==> config.mk <==
export PLATFORM = sky130hd
export DESIGN_NAME = frankie_control_fsm
export DESIGN_NICKNAME = d
export VERILOG_FILES = /design/src/rtl/frankie_pkg.sv /design/src/rtl/frankie_control_fsm_op_decode.sv /design/src/rtl/frankie_control_fsm.sv
export SDC_FILE = /design/constraint.sdc
export NUM_CORES = 1
export LEC_CHECK = 0
export BUFFER_PORTS_ARGS = -buffer_cell sky130_fd_sc_hd__buf_2
export CAP_MARGIN = 25
export CORE_ASPECT_RATIO = 1.75
export CORE_UTILIZATION = 24
export DETAILED_ROUTE_END_ITERATION = 8
export GPL_TIMING_DRIVEN = 0
export PLACE_DENSITY = 0.55
export SLEW_MARGIN = 40
export SYNTH_ARGS = -nofsm -noshare
export SYNTH_HDL_FRONTEND = slang
export SYNTH_SLANG_ARGS = --single-unit
==> constraint.sdc <==
create_clock -name i_clock -period 5.7 [get_ports i_clock]
set_input_delay 0.855 -clock i_clock [delete_from_list [all_inputs] [get_ports i_clock]]
set_output_delay 0.855 -clock i_clock [all_outputs]
set_load 0.01 [all_outputs]
==> src/rtl/frankie_pkg.sv <==
// Shared definitions for the Frankie multicycle control unit.
// Holds opcode values, ALU codes, FSM state encodings, instruction classes
// and the mux-select encodings driven onto the datapath.
package frankie_pkg;

  // Opcode field values (IR[15:11])
  localparam logic [4:0] OP_LI   = 5'h01;
  localparam logic [4:0] OP_ADD  = 5'h02;
  localparam logic [4:0] OP_SUB  = 5'h03;
  localparam logic [4:0] OP_ADDI = 5'h04;
  localparam logic [4:0] OP_LW   = 5'h05;
  localparam logic [4:0] OP_SW   = 5'h06;
  localparam logic [4:0] OP_PUSH = 5'h07;
  localparam logic [4:0] OP_POP  = 5'h08;
  localparam logic [4:0] OP_BEQ  = 5'h09;
  localparam logic [4:0] OP_BNE  = 5'h0A;
  localparam logic [4:0] OP_JAL  = 5'h0B;
  localparam logic [4:0] OP_RET  = 5'h0C;
  localparam logic [4:0] OP_SWAP = 5'h0D;
  localparam logic [4:0] OP_HALT = 5'h1F;

  // ALU operation codes
  localparam logic [2:0] ALU_ADD  = 3'd0;
  localparam logic [2:0] ALU_SUB  = 3'd1;
  localparam logic [2:0] ALU_AND  = 3'd2;
  localparam logic [2:0] ALU_OR   = 3'd3;
  localparam logic [2:0] ALU_PASS = 3'd4;

  // pc_src encodings
  localparam logic [1:0] PCSRC_INC = 2'd0;
  localparam logic [1:0] PCSRC_BR  = 2'd1;
  localparam logic [1:0] PCSRC_JMP = 2'd2;
  localparam logic [1:0] PCSRC_RA  = 2'd3;

  // wb_sel encodings
  localparam logic [1:0] WB_ALU = 2'd0;
  localparam logic [1:0] WB_MEM = 2'd1;
  localparam logic [1:0] WB_IMM = 2'd2;
  localparam logic [1:0] WB_PC  = 2'd3;

  // iord encodings
  localparam logic [1:0] IORD_PC  = 2'd0;
  localparam logic [1:0] IORD_ALU = 2'd1;
  localparam logic [1:0] IORD_SP  = 2'd2;

  // alu_src_b encodings
  localparam logic [1:0] SRCB_REG = 2'd0;
  localparam logic [1:0] SRCB_IMM = 2'd1;
  localparam logic [1:0] SRCB_ONE = 2'd2;

  typedef enum logic [3:0] {
    S_FETCH  = 4'd0,
    S_DECODE = 4'd1,
    S_EXEC   = 4'd2,
    S_ALUWB  = 4'd3,
    S_LIWB   = 4'd4,
    S_MEMADR = 4'd5,
    S_MEMRD  = 4'd6,
    S_MEMWB  = 4'd7,
    S_MEMWR  = 4'd8,
    S_PUSHSP = 4'd9,
    S_BRANCH = 4'd10,
    S_JUMP   = 4'd11,
    S_SWAP   = 4'd12,
    S_HALT   = 4'd13,
    S_TRAP   = 4'd14
  } state_t;

  typedef enum logic [3:0] {
    CL_LI, CL_ADD, CL_SUB, CL_ADDI, CL_LW, CL_SW, CL_PUSH, CL_POP,
    CL_BEQ, CL_BNE, CL_JAL, CL_RET, CL_SWAP, CL_HALT, CL_ILL
  } iclass_t;

endpackage

==> src/rtl/frankie_control_fsm_op_decode.sv <==
// Purpose : maps the IR opcode field to an instruction class and a legal flag.
// Latency : purely combinational, zero cycles.
// Backpr. : none; output follows i_opcode.
// Ports   : i_opcode (IR opcode field) -> o_class (instruction class), o_legal.
module frankie_control_fsm_op_decode
  import frankie_pkg::*;
#(
  parameter int OPW = 5
) (
  input  logic [OPW-1:0] i_opcode,
  output iclass_t        o_class,
  output logic           o_legal
);

  always_comb begin
    o_class = CL_ILL;
    case (i_opcode)
      OPW'(OP_LI):   o_class = CL_LI;
      OPW'(OP_ADD):  o_class = CL_ADD;
      OPW'(OP_SUB):  o_class = CL_SUB;
      OPW'(OP_ADDI): o_class = CL_ADDI;
      OPW'(OP_LW):   o_class = CL_LW;
      OPW'(OP_SW):   o_class = CL_SW;
      OPW'(OP_PUSH): o_class = CL_PUSH;
      OPW'(OP_POP):  o_class = CL_POP;
      OPW'(OP_BEQ):  o_class = CL_BEQ;
      OPW'(OP_BNE):  o_class = CL_BNE;
      OPW'(OP_JAL):  o_class = CL_JAL;
      OPW'(OP_RET):  o_class = CL_RET;
      OPW'(OP_SWAP): o_class = CL_SWAP;
      OPW'(OP_HALT): o_class = CL_HALT;
      default:       o_class = CL_ILL;
    endcase
    o_legal = (o_class != CL_ILL);
  end

endmodule

==> src/rtl/frankie_control_fsm.sv <==
// Purpose : multicycle control FSM for the Frankie datapath (fetch/decode/exec/mem/wb).
// Latency : 3..5+ cycles per instruction; memory states wait on i_mem_ready.
// Backpr. : o_mem_req/o_mem_we/o_iord held stable until i_mem_ready; watchdog traps on timeout.
// Ports   : i_clock, i_reset (async, active-high), i_opcode (IR field), i_comp (branch flag),
//           i_mem_ready (memory done) ; o_mem_req/o_mem_we/o_iord (memory side),
//           o_ir_write/o_pc_write/o_pc_src/o_alu_*/o_reg_write/o_wb_sel/o_sp_*/o_swap_en
//           (datapath strobes/selects), o_halted/o_trap/o_state (status).
module frankie_control_fsm
  import frankie_pkg::*;
#(
  parameter int OPW         = 5,
  parameter int MEM_TIMEOUT = 15,
  parameter int TOW         = 4
) (
  input  logic           i_clock,
  input  logic           i_reset,
  input  logic [OPW-1:0] i_opcode,
  input  logic           i_comp,
  input  logic           i_mem_ready,
  output logic           o_mem_req,
  output logic           o_mem_we,
  output logic [1:0]     o_iord,
  output logic           o_ir_write,
  output logic           o_pc_write,
  output logic [1:0]     o_pc_src,
  output logic           o_alu_src_a,
  output logic [1:0]     o_alu_src_b,
  output logic [2:0]     o_alu_op,
  output logic           o_reg_write,
  output logic [1:0]     o_wb_sel,
  output logic           o_sp_inc,
  output logic           o_sp_dec,
  output logic           o_swap_en,
  output logic           o_halted,
  output logic           o_trap,
  output logic [3:0]     o_state
);

  state_t         r_state;
  state_t         w_state_nxt;
  logic [TOW-1:0] r_wd;
  iclass_t        w_class;
  logic           w_legal;
  logic           w_mem_state;
  logic           w_wd_expire;

  frankie_control_fsm_op_decode #(.OPW(OPW)) u_dec (
    .i_opcode (i_opcode),
    .o_class  (w_class),
    .o_legal  (w_legal)
  );

  assign w_mem_state = (r_state == S_FETCH) || (r_state == S_MEMRD) || (r_state == S_MEMWR);
  // Last permitted waiting cycle without a response: the counter would reach MEM_TIMEOUT.
  assign w_wd_expire = w_mem_state && !i_mem_ready &&
                       (r_wd == TOW'(MEM_TIMEOUT - 1));

  // State and watchdog registers
  always_ff @(posedge i_clock or posedge i_reset) begin
    if (i_reset) begin
      r_state <= S_FETCH;
      r_wd    <= '0;
    end else begin
      r_state <= w_state_nxt;
      // Counter restarts on every state change, so each memory state begins at zero.
      if ((w_state_nxt != r_state) || !w_mem_state) begin
        r_wd <= '0;
      end else begin
        r_wd <= r_wd + TOW'(1);
      end
    end
  end

  // Next-state logic
  always_comb begin
    w_state_nxt = r_state;
    case (r_state)
      S_FETCH: begin
        if (i_mem_ready)      w_state_nxt = S_DECODE;
        else if (w_wd_expire) w_state_nxt = S_TRAP;
      end
      S_DECODE: begin
        if (!w_legal) begin
          w_state_nxt = S_TRAP;
        end else begin
          case (w_class)
            CL_LI:                   w_state_nxt = S_LIWB;
            CL_ADD, CL_SUB, CL_ADDI: w_state_nxt = S_EXEC;
            CL_LW, CL_SW:            w_state_nxt = S_MEMADR;
            CL_PUSH:                 w_state_nxt = S_PUSHSP;
            CL_POP:                  w_state_nxt = S_MEMRD;
            CL_BEQ, CL_BNE:          w_state_nxt = S_BRANCH;
            CL_JAL, CL_RET:          w_state_nxt = S_JUMP;
            CL_SWAP:                 w_state_nxt = S_SWAP;
            CL_HALT:                 w_state_nxt = S_HALT;
            default:                 w_state_nxt = S_TRAP;
          endcase
        end
      end
      S_EXEC:   w_state_nxt = S_ALUWB;
      S_MEMADR: w_state_nxt = (w_class == CL_LW) ? S_MEMRD : S_MEMWR;
      S_MEMRD: begin
        if (i_mem_ready)      w_state_nxt = S_MEMWB;
        else if (w_wd_expire) w_state_nxt = S_TRAP;
      end
      S_MEMWR: begin
        if (i_mem_ready)      w_state_nxt = S_FETCH;
        else if (w_wd_expire) w_state_nxt = S_TRAP;
      end
      S_PUSHSP: w_state_nxt = S_MEMWR;
      S_ALUWB, S_LIWB, S_MEMWB, S_BRANCH, S_JUMP, S_SWAP: w_state_nxt = S_FETCH;
      S_HALT:   w_state_nxt = S_HALT;
      S_TRAP:   w_state_nxt = S_TRAP;
      default:  w_state_nxt = S_TRAP;
    endcase
  end

  // Output decode; everything is forced low while reset is asserted so a
  // pending memory request drops immediately.
  always_comb begin
    o_mem_req   = 1'b0;
    o_mem_we    = 1'b0;
    o_iord      = IORD_PC;
    o_ir_write  = 1'b0;
    o_pc_write  = 1'b0;
    o_pc_src    = PCSRC_INC;
    o_alu_src_a = 1'b0;
    o_alu_src_b = SRCB_REG;
    o_alu_op    = ALU_ADD;
    o_reg_write = 1'b0;
    o_wb_sel    = WB_ALU;
    o_sp_inc    = 1'b0;
    o_sp_dec    = 1'b0;
    o_swap_en   = 1'b0;
    o_halted    = 1'b0;
    o_trap      = 1'b0;
    o_state     = r_state;
    if (!i_reset) begin
      case (r_state)
        S_FETCH: begin
          o_mem_req   = 1'b1;
          o_iord      = IORD_PC;
          o_alu_src_b = SRCB_ONE;
          o_ir_write  = i_mem_ready;
          o_pc_write  = i_mem_ready;
          o_pc_src    = PCSRC_INC;
        end
        S_DECODE: begin
          // Precompute PC-relative branch target while decoding.
          o_alu_src_b = SRCB_IMM;
        end
        S_EXEC: begin
          o_alu_src_a = 1'b1;
          o_alu_src_b = (w_class == CL_ADDI) ? SRCB_IMM : SRCB_REG;
          o_alu_op    = (w_class == CL_SUB) ? ALU_SUB : ALU_ADD;
        end
        S_ALUWB: begin
          o_reg_write = 1'b1;
          o_wb_sel    = WB_ALU;
        end
        S_LIWB: begin
          o_reg_write = 1'b1;
          o_wb_sel    = WB_IMM;
        end
        S_MEMADR: begin
          o_alu_src_a = 1'b1;
          o_alu_src_b = SRCB_IMM;
        end
        S_MEMRD: begin
          o_mem_req = 1'b1;
          o_iord    = (w_class == CL_POP) ? IORD_SP : IORD_ALU;
        end
        S_MEMWB: begin
          o_reg_write = 1'b1;
          o_wb_sel    = WB_MEM;
          o_sp_inc    = (w_class == CL_POP);
        end
        S_MEMWR: begin
          o_mem_req = 1'b1;
          o_mem_we  = 1'b1;
          o_iord    = (w_class == CL_PUSH) ? IORD_SP : IORD_ALU;
        end
        S_PUSHSP: o_sp_dec = 1'b1;
        S_BRANCH: begin
          o_pc_write = i_comp;
          o_pc_src   = PCSRC_BR;
        end
        S_JUMP: begin
          o_pc_write = 1'b1;
          if (w_class == CL_JAL) begin
            o_pc_src    = PCSRC_JMP;
            o_reg_write = 1'b1;
            o_wb_sel    = WB_PC;
          end else begin
            o_pc_src = PCSRC_RA;
          end
        end
        S_SWAP:  o_swap_en = 1'b1;
        S_HALT:  o_halted  = 1'b1;
        S_TRAP:  o_trap    = 1'b1;
        default: o_trap    = 1'b1;
      endcase
    end
  end

endmodule

# Word level (Yosys, flattened, before mapping)
# Memories as Yosys holds them, arrays and structs flattened.
# Cells that the tools add are included.
[classes]
addsub = 1
eq_ne = 22
muxes = 47
n_reduce_logical = 14
[op_table]
columns = ["operator", "n"]
rows = [
  ["$pmux W4 S9", 1],
  ["$eq A4 B4 Y1 const B", 8],
  ["$eq A4 B3 Y1 const B", 7],
  ["$mux W4", 7],
  ["$mux W1", 26],
  ["$eq A4 B2 Y1 const B", 4],
  ["$mux W2", 7],
  ["$reduce_or A14 Y1", 1],
  ["$pmux W2 S3", 2],
  ["$pmux W2 S2", 2],
  ["$reduce_or A3 Y1", 2],
  ["$reduce_or A6 Y1", 1],
  ["$add A4 B1 Y4 const B", 1],
  ["$eq A4 B1 Y1 const B", 1],
  ["$logic_not A4 Y1", 1],
  ["$ne A4 B4 Y1", 1],
  ["$ne A4 B4 Y1 const B", 1],
  ["$reduce_or A2 Y1", 2],
  ["$logic_or A1 B1 Y1", 3],
  ["$pmux W1 S3", 1],
  ["$logic_and A1 B1 Y1", 2],
  ["$logic_not A1 Y1", 2],
  ["$pmux W1 S2", 1],
]
[totals]
rom_bits = 192
input_bits = 9
memories = 2
regBits = 8
output_inout_bits = 26
[mem_list]
columns = ["memory", "depth", "word_bits", "read_ports", "rd_clocked_by_memory_dff", "wr", "line_no", "text"]
rows = [
  ["(no name shown)", 32, 4, 1, 0, 0, "frankie_control_fsm_op_decode.sv:17", "case (i_opcode)"],
  ["(no name shown)", 16, 4, 1, 0, 0, "frankie_control_fsm.sv:86", "case (w_class)"],
]

# Logic depth before layout (Yosys ltp)
[depth]
depth_word = 11
depth_mapped = 7
mapped_depth_nobuf = 7

# Modules after synthesis
# A second synthesis with hierarchy kept.
[hier_totals]
cells_unflattened = 163
area_unflattened_um2 = 1177.4
[modules_own_cells]
columns = ["mod", "n_inst", "cells_per_inst", "area_each_um2", "seq_area_each_um2"]
rows = [
  ["frankie_control_fsm", 1, 137, 1009.7, 200.2],
  ["frankie_control_fsm_op_decode", 1, 26, 167.7, 0.0],
]

# Worst setup path after synthesis
# No wires, ideal clock.
[synth_path]
path_kind = "input to output"
start = "in i_opcode[0]"
end = "out o_wb_sel[0]"
path_stages = 7
arrival_time_ns = 2.301
required_ns = 4.845
path_buffers = 0
setup_slack_ns = 2.544
path_cell_list = "inv_1 > ha_1 > nor2b_1 > a211oi_4 > and3_4 > nand4_1 > a21oi_1"
[synth_via]
elab_chain_len = 5
[synth_rtl]
columns = ["element", "line_no", "text"]
rows = [
  ["start: declaration", "frankie_control_fsm.sv:17", "input logic [OPW-1:0] i_opcode,"],
  ["$mem_v2 Z32 W4", "--", ""],
  ["$eq A4 B4 Y1", "frankie_control_fsm.sv:190", "if (w_class == CL_JAL) begin"],
  ["$mux W2", "frankie_control_fsm.sv:190", ""],
  ["$pmux W2 S3", "frankie_control_fsm.sv:139", "case (r_state)"],
  ["$mux W2", "frankie_control_fsm.sv:138", "if (!i_reset) begin"],
  ["end: declaration", "frankie_control_fsm.sv:30", "output logic [1:0] o_wb_sel,"],
]
# No other way between the ends.

# Worst setup path after layout
# Ends and elaborated chain as after synthesis.

==> results.py <==
metrics = {
    "detailed_routing": {
        "final_antenna_net_count": 0,
        "avgRoutedWirePerCell_um": 14.4,
        "finalWirelength_um": 3850,
        "viasPerCell": 5.50,
        "drt-initial-drc-count": 31,
        "via_count": 1475,
        "firstDrtPassIters": 6,
        "remaining_drc_errors": 1,
    },
    "sta": {
        "rsz0062_at_grt": "no",
        "fmax_mhz": 282,
        "finalSetupTns_ns": 0,
        "setup_violations": 0,
        "tightest_slew_ns": 0.535,
        "final.period_utilization_pct": 62.3,
        "finalHoldViolations": 0,
        "fin_skew_ns": 0.00228,
        "slew_viol_final": 0,
        "finalCriticalPeriod_ns": 3.55,
        "relSlewSlack_pct": 64.2,
    },
    "place": {
        "hpwl_um": 3200,
        "dpl_cell_area_um2": 1540,
        "gp_congestion": 0.849,
        "portBuffers": 32,
    },
    "pwr": {
        "power_density_nw_per_um2": 322,
        "p_leak_uw": 0.000719,
        "finalPower_uw": 508,
        "ir_worst_vdd_v": 0.0000941,
    },
    "clocking": {
        "postCtsSetupRepairBufs": 0,
        "cts_tree": "yes",
        "numCtsBuffers": 3,
        "cts_resized": 0,
        "cts_root_buf": "clkbuf_8",
        "cts.sinks": 8,
        "htree_levels": 1,
        "postCtsHoldBufs": 0,
        "worstSkewPairLatency_ns": 0.23,
        "clockBufferDepth": 2,
        "clk_pin_slew_ns": 0.04,
    },
    "min_path": {
        "min_path_type": "reg -> reg",
    },
    "floorplanning": {
        "die_area_um2": 5750,
        "io_pins": 35,
        "num_rows": 35,
        "core_area_um2": 5260,
        "die_w_um": 57.7,
        "die_y_um": 99.5,
        "start_util_pct": 24.8,
    },
    "global_routing": {
        "grt_pass1_vias": 1450,
        "grt_pass1_wl_um": 6380,
        "grt_max_degree": 11,
        "antenna_found_initial": 0,
        "grt.total_usage_pct": 14.1,
        "grt.overflow.total": 0,
    },
    "final_layout": {
        "synthToLayoutAreaGrowth_pct": 21.0,
        "layout_commonest_cell": "buf_2",
        "final_area_um2": 1580,
        "drive_gt1_share_pct": 23.9,
        "nets": 231,
        "final_util_pct": 30.0,
        "final_cell_mix": "35 x buf_2, 18 x nor2_1, 18 x nor3_1",
        "antennaDiodeCount": 0,
    },
    "synth": {
        "ys.flop_type": "dfrtp_1",
        "yosysWarnings": 0,
        "synth_area_um2": 1310,
        "synthCells": 177,
        "seq_area_frac_synth_pct": 15.3,
        "synthArstFlopShare_pct": 100,
        "synth-seq-cells": 8,
        "ys_types": 56,
        "synth_edf_count": 0,
        "syn_area_per_cell_um2": 7.37,
    },
    "worst_setup_path": {
        "critPathKind": "in -> out",
        "start_kind": "input port",
        "required_ns": 4.85,
        "crit_path_max_fanout": 6,
        "end_kind": "output port",
        "arrival_ns": 2.69,
    },
    "job": {
        "maxCapViolCount": 0,
    },
    "outcome": {
        "violations": "DRC",
        "status": "complete, but fails checks",
    },
}
==> cell usage after synthesis (all sizes together) (3+ instances only) <==
library cell,number,share of area [%]
nor3,19,7.7
nor2,18,5.2
nand2,11,3.2
o21ai,11,4.2
inv,9,2.6
buf,8,4.0
dfrtp,8,15
a21oi,7,2.7
clkbuf,7,2.0
ha,7,6.7
nor2b,7,3.4
a211oi,5,4.8
nand2b,5,3.0
nor4,5,3.5
nand3,4,1.5
or3,4,1.9
nand3b,3,1.7
o211a,3,2.3
o221ai,3,2.0
==> worst paths after layout <==
| kind | startpoint | to | slack [ns] | depth (start not counted) |
|---|---|---|---|---|
| min in group asynchronous | i_reset | r_wd[3]$_DFF_PP0_ | 0.92 | 3 |
| max in group asynchronous | i_reset | o_state[2]$_DFF_PP0_ | 4.49 | 3 |
| max reg2reg | o_state[1]$_DFF_PP0_ | r_wd[0]$_DFF_PP0_ | 3.84 | 6 |
| min | r_wd[0]$_DFF_PP0_ | r_wd[0]$_DFF_PP0_ | 0.64 | 3 |
| min reg2reg | r_wd[0]$_DFF_PP0_ | r_wd[0]$_DFF_PP0_ | 0.64 | 3 |
| max | i_opcode[0] | o_wb_sel[0] | 2.15 | 9 |
==> flip-flops by register name, indices dropped and copies added (netlist names) <==
name	count
o_state	4
r_wd	4
==> where the power goes <==
part | switching [uW] | total (uW) | leakage (uW) | internal, uW
logic | 229 | 352 | 0.000590 | 123
registers | 15.1 | 88.6 | 0.000107 | 73.5
clock network | 21.4 | 67.1 | 0.0000216 | 45.7
total | 266 | 508 | 0.000719 | 242
==> critical path: stages <==
cell and delay [ns]:
buf_2 0.12, inv_1 0.08, ha_1 0.32, nor2b_1 0.18, a211oi_4 0.38, and3_4 0.30
nand4_1 0.13, a21oi_1 0.18, buf_2 0.15
==> final cells by class <==
type / count / area [um2]
Clock buffer: 3 / 41.3
Fill cell: 583 / 3680
Buffer: 15 / 78.8
Sequential cell: 8 / 200
Tap cell: 55 / 68.8
Multi-Input combinational cell: 146 / 996
Timing Repair Buffer: 32 / 160
Inverter: 9 / 33.8
==> through the flow <==
step / instances / worst slack (ns) / hold slack (ns)
after CTS: 268 / 2.15 / 0.648
after floorplan: 178 / 2.54 / 0.561
final: 268 / 2.15 / 0.639
after detailed placement: 265 / 2.15 / 0.640
after global routing: 268 / 2.03 / 0.710
after global placement: 265 / 2.16 / 0.639
==> kinds of logic after synthesis <==
logic type,Yosys count,share of synthesized area (%)
AND/OR/NAND/NOR,90,41.7
AO/OA/AOI/OAI,42,23.7
buffers and inverters,24,8.63
adder cells (fa/ha/maj),8,7.48
flip-flops,8,15.3
XOR/XNOR,2,1.34
multiplexers,2,1.53
other,1,0.287
==> routing by layer <==
metal / GRT usage (%) / wire (um)
met5: 0 / 0
met4: 6.23 / 111
met3: 0.780 / 98
met2: 29.2 / 2350
met1: 13.4 / 1300
Power figures use the tool's default switching activity.
